**src/rtl/vc_qspi_pkg.sv**
```systemverilog
// Shared definitions for the QSPI RAM emulator: FSM states, command opcodes and
// the address phase length.
package vc_qspi_pkg;

  typedef enum logic [2:0] {
    ST_IDLE,
    ST_CMD,
    ST_ADDR,
    ST_DUMMY,
    ST_RDATA,
    ST_WDATA,
    ST_IGNORE
  } qspi_state_t;

  localparam logic [7:0] CMD_READ     = 8'hEB;
  localparam logic [7:0] CMD_WRITE    = 8'h38;
  localparam int         ADDR_NIBBLES = 6;

  function automatic qspi_state_t decode_cmd(input logic [7:0] cmd);
    case (cmd)
      CMD_READ, CMD_WRITE: return ST_ADDR;
      default:             return ST_IGNORE;
    endcase
  endfunction

endpackage

```
**src/rtl/qspi_sync_edge.sv**
```systemverilog
// Two-flop synchronizer with one-clk rise/fall pulses on the synchronized level.
// Edges are suppressed until the pipeline holds real samples, so a pin already
// at its active level when reset is released never looks like a fresh edge.
module qspi_sync_edge #(
  parameter logic RST_VAL = 1'b0
) (
  input  logic clk,
  input  logic rst_n,
  input  logic d,
  output logic rise,
  output logic fall
);

  logic       s1_reg;
  logic       s2_reg;
  logic       prev_reg;
  logic [1:0] fill_reg;

  always_ff @(posedge clk or negedge rst_n) begin
    if (!rst_n) begin
      s1_reg   <= RST_VAL;
      s2_reg   <= RST_VAL;
      prev_reg <= RST_VAL;
      fill_reg <= 2'd0;
    end else begin
      s1_reg   <= d;
      s2_reg   <= s1_reg;
      prev_reg <= s2_reg;
      if (fill_reg != 2'd3) fill_reg <= fill_reg + 2'd1;
    end
  end

  assign rise = (fill_reg == 2'd3) &&  s2_reg && !prev_reg;
  assign fall = (fill_reg == 2'd3) && !s2_reg &&  prev_reg;

endmodule

```
**src/rtl/qspi_ram_emu.sv**
```systemverilog
// QSPI slave that emulates a byte-wide RAM: 0xEB quad read with dummy cycles,
// 0x38 quad write, everything sampled through synchronizers on the system clock.
module qspi_ram_emu #(
  parameter int ADDR_W = 16,
  parameter int DUMMY  = 4
) (
  input  logic              clk,
  input  logic              rst_n,
  input  logic              cs_n,
  input  logic              sck,
  input  logic [3:0]        io_in,
  output logic [3:0]        io_out,
  output logic [3:0]        io_oe,
  output logic [ADDR_W-1:0] mem_addr,
  output logic [7:0]        mem_wdata,
  output logic              mem_we,
  input  logic [7:0]        mem_rdata
);

  import vc_qspi_pkg::*;

  localparam int DCW = (DUMMY < 2) ? 1 : $clog2(DUMMY);

  logic cs_rise, cs_fall, sck_rise, sck_fall;

  qspi_sync_edge #(.RST_VAL(1'b1)) u_cs_sync (
    .clk  (clk),
    .rst_n(rst_n),
    .d    (cs_n),
    .rise (cs_rise),
    .fall (cs_fall)
  );

  qspi_sync_edge #(.RST_VAL(1'b0)) u_sck_sync (
    .clk  (clk),
    .rst_n(rst_n),
    .d    (sck),
    .rise (sck_rise),
    .fall (sck_fall)
  );

  logic [3:0] io_s1_reg, io_s_reg;

  always_ff @(posedge clk or negedge rst_n) begin
    if (!rst_n) begin
      io_s1_reg <= 4'h0;
      io_s_reg  <= 4'h0;
    end else begin
      io_s1_reg <= io_in;
      io_s_reg  <= io_s1_reg;
    end
  end

  qspi_state_t       state_reg;
  logic [2:0]        nib_cnt_reg;
  logic [DCW-1:0]    dummy_cnt_reg;
  logic              phase_reg;
  logic              is_read_reg;
  logic [3:0]        cmd_hi_reg;
  logic [3:0]        byte_hi_reg;
  logic [ADDR_W-5:0] addr_sr_reg;
  logic [ADDR_W-1:0] addr_next;

  // Only the low ADDR_W bits of the 24-bit address survive the shift.
  assign addr_next = {addr_sr_reg, io_s_reg};

  always_ff @(posedge clk or negedge rst_n) begin
    if (!rst_n) begin
      state_reg     <= ST_IDLE;
      nib_cnt_reg   <= '0;
      dummy_cnt_reg <= '0;
      phase_reg     <= 1'b0;
      is_read_reg   <= 1'b0;
      cmd_hi_reg    <= '0;
      byte_hi_reg   <= '0;
      addr_sr_reg   <= '0;
      io_out        <= 4'h0;
      io_oe         <= 4'h0;
      mem_we        <= 1'b0;
      mem_addr      <= '0;
      mem_wdata     <= '0;
    end else begin
      mem_we <= 1'b0;
      if (mem_we) mem_addr <= mem_addr + ADDR_W'(1);

      // cs_n rising outranks any SCK edge seen in the same clk.
      if (cs_rise) begin
        state_reg     <= ST_IDLE;
        nib_cnt_reg   <= '0;
        dummy_cnt_reg <= '0;
        phase_reg     <= 1'b0;
        io_oe         <= 4'h0;
        io_out        <= 4'h0;
      end else begin
        case (state_reg)
          ST_IDLE: begin
            if (cs_fall) begin
              state_reg   <= ST_CMD;
              nib_cnt_reg <= '0;
            end
          end
          ST_CMD: begin
            if (sck_rise) begin
              if (nib_cnt_reg == 3'd0) begin
                cmd_hi_reg  <= io_s_reg;
                nib_cnt_reg <= 3'd1;
              end else begin
                nib_cnt_reg <= '0;
                is_read_reg <= ({cmd_hi_reg, io_s_reg} == CMD_READ);
                state_reg   <= decode_cmd({cmd_hi_reg, io_s_reg});
              end
            end
          end
          ST_ADDR: begin
            if (sck_rise) begin
              addr_sr_reg <= addr_next[ADDR_W-5:0];
              if (nib_cnt_reg == 3'(ADDR_NIBBLES - 1)) begin
                nib_cnt_reg   <= '0;
                dummy_cnt_reg <= '0;
                phase_reg     <= 1'b0;
                mem_addr      <= addr_next;
                if (!is_read_reg)    state_reg <= ST_WDATA;
                else if (DUMMY == 0) state_reg <= ST_RDATA;
                else                 state_reg <= ST_DUMMY;
              end else begin
                nib_cnt_reg <= nib_cnt_reg + 3'd1;
              end
            end
          end
          ST_DUMMY: begin
            if (sck_rise) begin
              if (dummy_cnt_reg == DCW'(DUMMY - 1)) begin
                dummy_cnt_reg <= '0;
                state_reg     <= ST_RDATA;
              end else begin
                dummy_cnt_reg <= dummy_cnt_reg + DCW'(1);
              end
            end
          end
          ST_RDATA: begin
            if (sck_fall) begin
              io_oe <= 4'hF;
              if (!phase_reg) begin
                io_out    <= mem_rdata[7:4];
                phase_reg <= 1'b1;
              end else begin
                io_out    <= mem_rdata[3:0];
                phase_reg <= 1'b0;
                mem_addr  <= mem_addr + ADDR_W'(1);
              end
            end
          end
          ST_WDATA: begin
            if (sck_rise) begin
              if (!phase_reg) begin
                byte_hi_reg <= io_s_reg;
                phase_reg   <= 1'b1;
              end else begin
                mem_wdata <= {byte_hi_reg, io_s_reg};
                mem_we    <= 1'b1;
                phase_reg <= 1'b0;
              end
            end
          end
          default: ;
        endcase
      end
    end
  end

endmodule

```
**config.mk**
```make
export PLATFORM = sky130hd
export DESIGN_NAME = qspi_ram_emu
export DESIGN_NICKNAME = d
export VERILOG_FILES = /design/src/rtl/vc_qspi_pkg.sv /design/src/rtl/qspi_sync_edge.sv /design/src/rtl/qspi_ram_emu.sv
export SDC_FILE = /design/constraint.sdc
export NUM_CORES = 1
export LEC_CHECK = 0
export BUFFER_PORTS_ARGS = -buffer_cell sky130_fd_sc_hd__buf_4
export CAP_MARGIN = 25
export CORE_UTILIZATION = 44
export DETAILED_ROUTE_END_ITERATION = 8
export GPL_ROUTABILITY_DRIVEN = 0
export PLACE_DENSITY = 0.65
export SYNTH_ARGS = -nofsm -noshare
export SYNTH_HDL_FRONTEND = slang
export SYNTH_SLANG_ARGS = --single-unit
export TNS_END_PERCENT = 10
```
**constraint.sdc**
```tcl
create_clock -name clk -period 1.98 [get_ports clk]
set_input_delay 0.396 -clock clk [delete_from_list [all_inputs] [get_ports clk]]
set_output_delay 0.396 -clock clk [all_outputs]
set_load 0.005 [all_outputs]
```
==> results of run 1 <==
[cell type report]
cell class                 instances  area [um^2]  area share (%)
clock buffer                       9        123.9           2.370
clock inverter                     7        76.32           1.460
inverter                          10        37.54          0.7182
multi-input combinational        310         2156           41.25
sequential                        78         1956           37.42
tap                              129        161.4           3.088
timing repair buffer              92        715.7           13.69
[worst paths after layout]
check	from	end	slack [ns]	cells after the start
max reg2reg	u_sck_sync.fill_reg[0]	is_read_reg	0.03	7
max	u_sck_sync.fill_reg[0]	is_read_reg	0.03	7
min reg2reg	u_sck_sync.s1_reg	u_sck_sync.s2_reg	0.35	0
min in group clk	io_in[2]	io_s1_reg[2]	0.12	1
max in group asynchronous	rst_n	u_cs_sync.s2_reg	1.39	2
min	rst_n	mem_addr[10]	-0.03	1
[cell usage in the layout (no fill, tap or decap), types with 9 or more instances in the layout]
cell type  count
a21oi_1       14
buf_4         90
clkbuf_8       9
dfrtp_1       75
inv_1          9
mux2_2        16
nand2_1       33
nand3_1       18
nand4_1        9
nor2_1        35
nor3_1        12
o21ai_0       18
xnor2_1        9
xor2_1        12
[logic make-up (layout without fill, tap and decap cells)]
kind of cell,count (synthesis),count (layout),share of synthesized area (%)
AOI/OAI and AO/OA,96,96,16.17
xor gates and xnor gates,21,21,4.300
adders and majority gates,4,4,1.170
buffers and inverters,37,118,4.621
DFF,78,78,45.72
muxes,29,29,7.400
and+or+nand+nor,160,160,20.62
[metal layers]
| metal | share of wire, % | track usage (%) |
|---|---|---|
| met1 | 43 | 29.38 |
| met2 | 49 | 37.46 |
| met3 | 4.7 | 3.606 |
| met4 | 3.5 | 12.60 |
| met5 | 0 | 0 |
[worst reg2reg max path, cell delays in order, from the launching register on]
cell and delay [ns]:
dfrtp_1 0.38, ha_2 0.24, and3b_1 0.27, buf_4 0.16
o22ai_4 0.07, a22oi_4 0.26, nand3_1 0.13, o41ai_2 0.33
[per-stage QoR]
step	std cells	hold WS (ns)	area, um^2
after floorplan	425	0.1004	4278
after global placement	619	0.3328	4995
after detailed placement	619	0.3347	4995
after CTS	635	0.001311	5202
after global routing	635	0.02182	5226
final	635	-0.02564	5226
[where the power goes]
part           total (uW)  switching, uW  internal, uW
registers            2060            197          1860
logic                1530            817           711
clock network        1230            727           501
total                4820           1740          3080
[timing repair]
| action | 4_1_cts | 5_1_grt |
|---|---|---|
| hold endpoints to repair | 0 | 0 |
| pin swaps | 0 | 1 |
| hold buffers | 0 | 0 |
| endpoints found under the setup margin | 4 | 38 |
| gates resized for setup | 2 | 9 |
| setup buffers | 0 | 0 |
==> summary.md, run 1 <==
| Metric | Value |
|---|---|
| Status | `finished, violations left` |
| Violated checks | `hold timing` |
| WL per Instance | `17.09 um` |
| Static Leak | `0.002403 uW` |
| Largest area contributor in the netlist | `dfrtp_1` |
| Fillcell total | `859` |
| Critical-path maximum fanout | `6` |
| Final hold vios | `28` |
| Largest register FFs | `16` |
| Ranking of synthesized cells by area | `dfrtp_1 44%, mux2_2 4.2%, nor2_1 3.2%` |
| Yosys warns | `0` |
| CP peak stage delay | `0.38 ns` |
| Share of the synthesized area in the top cell type | `43.87%` |
| Cell breakdown of the critical path | `ha_2 > and3b_1 > buf_4 > o22ai_4 > a22oi_4 > nand3_1 > o41ai_2` |
| Clk_lat worst skew | `0.37 ns` |
| Post-synthesis cell count | `425` |
| Max Fclk | `512.8 MHz` |
| Final setup margin | `0.03001 ns` |
| Period Utilization, post-route | `98.48%` |
| Crit path time final | `1.950 ns` |
| Post-synth cell types | `70` |
| Dpl ws | `-0.003925 ns` |
| ANT nets after route | `0` |
| Max-cap violations | `0` |
| CTS clk-pin slew, worst paths | `0.10 ns` |
| Unrepaired setup endpoints after global routing | `true` |
| TNS Setup | `0 ns` |
| Worst setup SP type | `register` |
| Layout area overhead | `22.17%` |
| Initial Utilization | `45.86%` |
| Die Y | `100.6 um` |
| First-pass GRT wire length | `17.58 mm` |
| Largest net degree at the start of global routing | `37` |
| Rows | `35` |
| CTS buffer count | `9` |
| Slew margin rel. | `63.64%` |
| H-tree levels | `3` |
| Final setup vio count | `0` |
| # DRC | `0` |
| Sequential-to-total area share from yosys stat | `45.72%` |
| Total power | `4816 uW` |
| Chip Width | `100.6 um` |
| Overflow after GRT | `0` |
| Top cells by count, synth | `75 x dfrtp_1, 36 x nor2_1, 34 x nand2_1, 19 x nand3_1, 18 x o21ai_0` |
| Mapped Nets | `445` |
| DR pass1 iterations | `5` |
| Peak VDD IR | `615.6 uV` |
| Async set or reset register ratio after synthesis | `100.0%` |
| CP top delay family | `compound AO/OA/AOI/OAI gates` |
| Dominant synthesized flop cell | `dfrtp_1` |
| Actual slew at the worst max-slew pin | `0.5317 ns` |
| Die ar. | `10120 um^2` |
| Share of post-route cells with drive strength above 1 | `30.43%` |
| Most common cell in the netlist | `dfrtp_1` |
| Type of the worst min-delay path | `primary input to asynchronous set/reset pin` |
| Final Max Tran Viols | `0` |
| Input/output buffers | `48` |
| CTS Sinks | `78` |
| Routed WL | `10.85 mm` |
| HPWL Detailed | `7.907 mm` |
| Vias in the first global route | `3522` |
| Core Area | `9328 um^2` |
| Post-layout util | `56.03%` |
| Via density | `5.674` |
| CP Data Arrival Time | `2.21 ns` |
| TritonCTS clock tree | `done` |
| Fin nets | `521` |
| Buf/Inv on CP | `1` |
| Initial antenna violation count | `0` |
| Netlist Area Pre-Place | `4278 um^2` |
| Detailed-route via count | `3603` |
| CP endpoint kind | `register` |
| Req. time, crit path | `2.24 ns` |
| CTS Root Cell | `clkbuf_8` |
| GRT Overall Usage | `22.98%` |
| Kind of critical path | `register to register` |
| DR iter-0 viols | `147` |
| Worst hold slack | `-0.02564 ns` |
| CTS Buffer Depth | `2` |
| Syn Area/Cell | `10.07 um^2` |
| Synthesized flop and latch total | `78` |
| Number of synthesized flops with an enable pin | `0` |
| Num ports | `49` |
| Slowest stage cell on the critical path | `dfrtp_1` |
| ANT cells | `0` |
| PwrDens | `921.5 nW/um^2` |
| Final setup skew | `0.01370 ns` |
Power figures use the tool's default switching activity.
==> inputs of run 2 (changes only) <==
Settings changed: ABC_AREA from default to 1.
==> run 2 against run 1 <==
Compared with the run above:
- combinational power grew 64%
- highest routed layer unchanged
- largest cell class unchanged
- clock power fell by 15%
- the flow now finishes without violations
- critical path depth up 4
- synthesized area rose by 2.6%
- sequential share of layout area is 1.0 points higher
- final area shrank 2.7%
- final cell count grew 20%
- fmax increased by 6.8%
- core utilization is 3.7 points lower
- clock-buffer cell count increased by 2
- wire length decreased by 3.1%
==> summary.md, run 2 <==
| Metric | Value |
|---|---|
| Reg2reg setup slack | `0.15 ns (+0.12 ns)` |
| DR pass1 iterations | `5 (unchanged)` |
| Post-synthesis cell count | `572 (+35%)` |
| Share of the synthesized area in the top cell type | `42.76% (-1.1 points)` |
| Largest net degree at the start of global routing | `47 (+27%)` |
| Beginning of the worst register-to-register path | `mem_addr[1]` |
| DR iter-0 viols | `278 (+89%)` |
| Overflow after GRT | `0 (unchanged)` |
| Critical-path maximum fanout | `5 (-1)` |
| Post-synthesis adder-cell area fraction | `1.140% (-0.030 points)` |
| Type of the worst min-delay path | `primary input to asynchronous set/reset pin` |
| Switching fraction of total power | `40.73% (+4.6 points)` |
| Period Utilization, post-route | `92.19% (-6.3 points)` |
| Combinational power share | `41.8% (+10 points)` |
| Unrepaired setup endpoints after global routing | `true` |
| Input/output buffers | `48 (unchanged)` |
| # hold bufs at CTS | `0 (unchanged)` |
| Kind of critical path | `register to register` |
| Chip Width | `101.9 um (+1.3%)` |
| Synth Area in Compound Gates | `11.69% (-4.5 points)` |
| Detailed-route via count | `3910 (+8.5%)` |
| Dominant synthesized flop cell | `dfrtp_1` |
| Mux contribution to synthesized area | `3.905% (-3.5 points)` |
| XOR/XNOR Fraction of Synth Area | `1.995% (-2.3 points)` |
| Sequential power share | `40.8% (-2.0 points)` |
| Final Max Tran Viols | `0 (unchanged)` |
| Final setup skew | `0.01885 ns (+0.005147 ns)` |
| Top cells by count, synth | `177 x nand2_1, 75 x dfrtp_1, 58 x o21ai_0, 51 x inv_1, 47 x nand3_1` |
| R2R cell count | `11 (+4)` |
| Vias in the first global route | `3902 (+11%)` |
| Dpl ws | `0.1664 ns (+0.1703 ns)` |
| Req. time, crit path | `2.25 ns (about the same)` |
| Largest register FFs | `16 (unchanged)` |
| HPWL Detailed | `7.543 mm (-4.6%)` |
| ANT cells | `0 (unchanged)` |
| Async set or reset register ratio after synthesis | `100.0% (unchanged)` |
| TritonCTS clock tree | `done` |
| Commonest non-fill, non-tap cell in the layout | `nand2_1` |
| CP Data Arrival Time | `2.09 ns (-0.12 ns)` |
| ANT nets after route | `0 (unchanged)` |
| Max-cap violations | `0 (unchanged)` |
| Final setup vio count | `0 (unchanged)` |
| CTS Buffer Depth | `2 (unchanged)` |
| Final hold vios | `0 (-100%)` |
| Status | `finished clean` |
| CTS buffer count | `9 (unchanged)` |
| Actual slew at the worst max-slew pin | `0.5991 ns (+0.06748 ns)` |
| Worst setup SP type | `register` |
| Most frequent cells in the layout | `177 x nand2_1, 75 x dfrtp_1, 61 x buf_4` |
| Most common cell in the netlist | `nand2_1` |
| Design area | `5087 um^2 (-2.7%)` |
| Static Leak | `0.002661 uW (+11%)` |
| Yosys warns | `0 (unchanged)` |
| First-pass GRT wire length | `18.57 mm (+5.6%)` |
| Initial Utilization | `45.11% (-0.75 points)` |
| Clk_lat worst skew | `0.37 ns (about the same)` |
| Max Fclk | `547.9 MHz (+6.8%)` |
| PwrDens | `1181 nW/um^2 (+28%)` |
| Fin nets | `646 (+24%)` |
| Slew margin rel. | `60.06% (-3.6 points)` |
| Critical R2R Capture | `mem_addr[10]` |
| Core Area | `9729 um^2 (+4.3%)` |
| Routed WL | `10.52 mm (-3.1%)` |
| Main combinational cell family by area after synthesis | `simple AND/OR/NAND/NOR gates` |
| Placed Area | `4917 um^2 (-1.6%)` |
| Layout area overhead | `15.91%` |
| Initial antenna violation count | `0 (unchanged)` |
| Crit path time final | `1.825 ns (-0.1247 ns)` |
| Rows | `36 (+2.9%)` |
| Mapped Nets | `592 (+33%)` |
| Net switching power | `2447 uW (+41%)` |
| Post-synth cell types | `38 (-46%)` |
| Peak VDD IR | `537.9 uV (-13%)` |
| H-tree levels | `3 (unchanged)` |
| Num ports | `49 (unchanged)` |
| CTS Root Cell | `clkbuf_8` |
| Ranking of synthesized cells by area | `dfrtp_1 43%, nand2_1 15%, o21ai_0 6.6%` |
| Final setup margin | `0.1547 ns (+0.1247 ns)` |
| Synthesized flop and latch total | `78 (unchanged)` |
| Internal Dissipation | `3560 uW (+16%)` |
| Via density | `5.125 (-9.7%)` |
| Netlist Area Pre-Place | `4389 um^2 (+2.6%)` |
| CTS clk-pin slew, worst paths | `0.09 ns (about the same)` |
| WL per Instance | `13.79 um (-19%)` |
| Share of post-route cells with drive strength above 1 | `19.68% (-11 points)` |
| Largest area contributor in the netlist | `dfrtp_1` |
| GRT Overall Usage | `23.26% (+0.28 points)` |
| Die ar. | `10380 um^2 (+2.6%)` |
| CTS Sinks | `78 (unchanged)` |
| Syn Area/Cell | `7.673 um^2 (-24%)` |
| Sequential-to-total area share from yosys stat | `44.56% (-1.2 points)` |
| Number of synthesized flops with an enable pin | `0 (unchanged)` |
| Die Y | `101.9 um (+1.3%)` |
| # DRC | `0 (unchanged)` |
| CP endpoint kind | `register` |
| Simple-Gate Fraction of Synth Area | `29.05% (+8.4 points)` |
| Clk pwr share | `17.5% (-8.0 points)` |
==> run 2: cell types whose count changed in the layout (fill, tap and decap cells not counted), sizes merged, moves of 7 or more <==
cell,previous run,this run
nand3,19,48
nor3,13,4
nand2,34,183
o21a,7,0
xnor2,9,2
inv,14,57
buf,92,62
mux2,21,9
a211oi,8,0
nor2,40,47
o21ai,25,73
==> run 2: how the worst max path moves through the flow <==
stage                      startpoint  cells past startpoint             end  slack [ns]
2_1_floorplan  u_sck_sync.fill_reg[0]                     11     mem_addr[6]        0.36
4_1_cts         u_cs_sync.fill_reg[0]                     10    state_reg[2]        0.14
5_1_grt                   mem_addr[1]                     10    mem_addr[12]       -0.08
6_report                  mem_addr[1]                     11    mem_addr[10]        0.15
3_5_place_dp    u_cs_sync.fill_reg[0]                      9  nib_cnt_reg[2]        0.17
3_3_place_gp    u_cs_sync.fill_reg[0]                     10    state_reg[2]        0.19
==> run 2: layout make-up <==
cell class / instances / area, um^2
fill: 965 / 4642
multi-input combinational: 417 / 2102
sequential: 78 / 1956
timing repair buffer: 62 / 478.0
inverter: 58 / 220.2
tap: 133 / 166.4
clock buffer: 11 / 141.4
clock inverter: 4 / 23.77
==> run 2: power by group through the flow <==
stage | Clock, uW | Sequential [uW] | Combinational (uW)
2_1_floorplan | 0 | 2380 | 1660
3_3_place_gp | 0 | 2450 | 2440
3_5_place_dp | 0 | 2470 | 2490
4_1_cts | 1090 | 2450 | 2510
5_1_grt | 1160 | 2520 | 2890
6_report | 1050 | 2450 | 2510
==> run 2: logic make-up (layout without fill, tap and decap cells) <==
logic type,count (synthesis),in the layout
compound gates,93,93
xor+xnor,10,10
fa+ha+maj,4,4
buf+inv,77,135
flops,78,78
mux,16,16
simple gates,294,294
==> run 2: critical path, cell delays in order (launching register included) <==
cell and delay [ns]:
dfrtp_1 0.43, ha_1 0.19, nand2_1 0.09, nor2_1 0.30
nand2_1 0.16, xor2_1 0.17, nand2_1 0.10, nand3_1 0.08
nand2_1 0.07, nand2_1 0.05, nand2_1 0.05, nand2_1 0.04
==> run 2: through the flow <==
stage	total power, uW	std cells	utilization [%]	hold WS (ns)	TNS (ns)
2_1_floorplan	4041	572	-	0.1004	0
3_3_place_gp	4883	748	50.54	0.3337	0
3_5_place_dp	4960	748	50.54	0.3363	0
4_1_cts	6042	763	52.24	0.05690	0
5_1_grt	6572	763	52.29	0.07490	-0.3241
6_report	6007	763	52.29	0.02630	0
==> run 2: routing by layer <==
layer / vias up / GRT usage (%) / wire length (um) / part of all wire, %
li1: 1947 / - / - / -
met5: - / 0 / 0 / 0
met2: 120 / 36.75 / 4632 / 44
met4: 0 / 8.791 / 191 / 1.8
met3: 16 / 5.062 / 727 / 6.9
met1: 1827 / 31.50 / 4969 / 47
==> run 2: what timing repair did <==
| action | 4_1_cts | 5_1_grt |
|---|---|---|
| endpoints found under the setup margin | 0 | 10 |
| gates resized for setup | 0 | 2 |
| setup buffers | 0 | 0 |
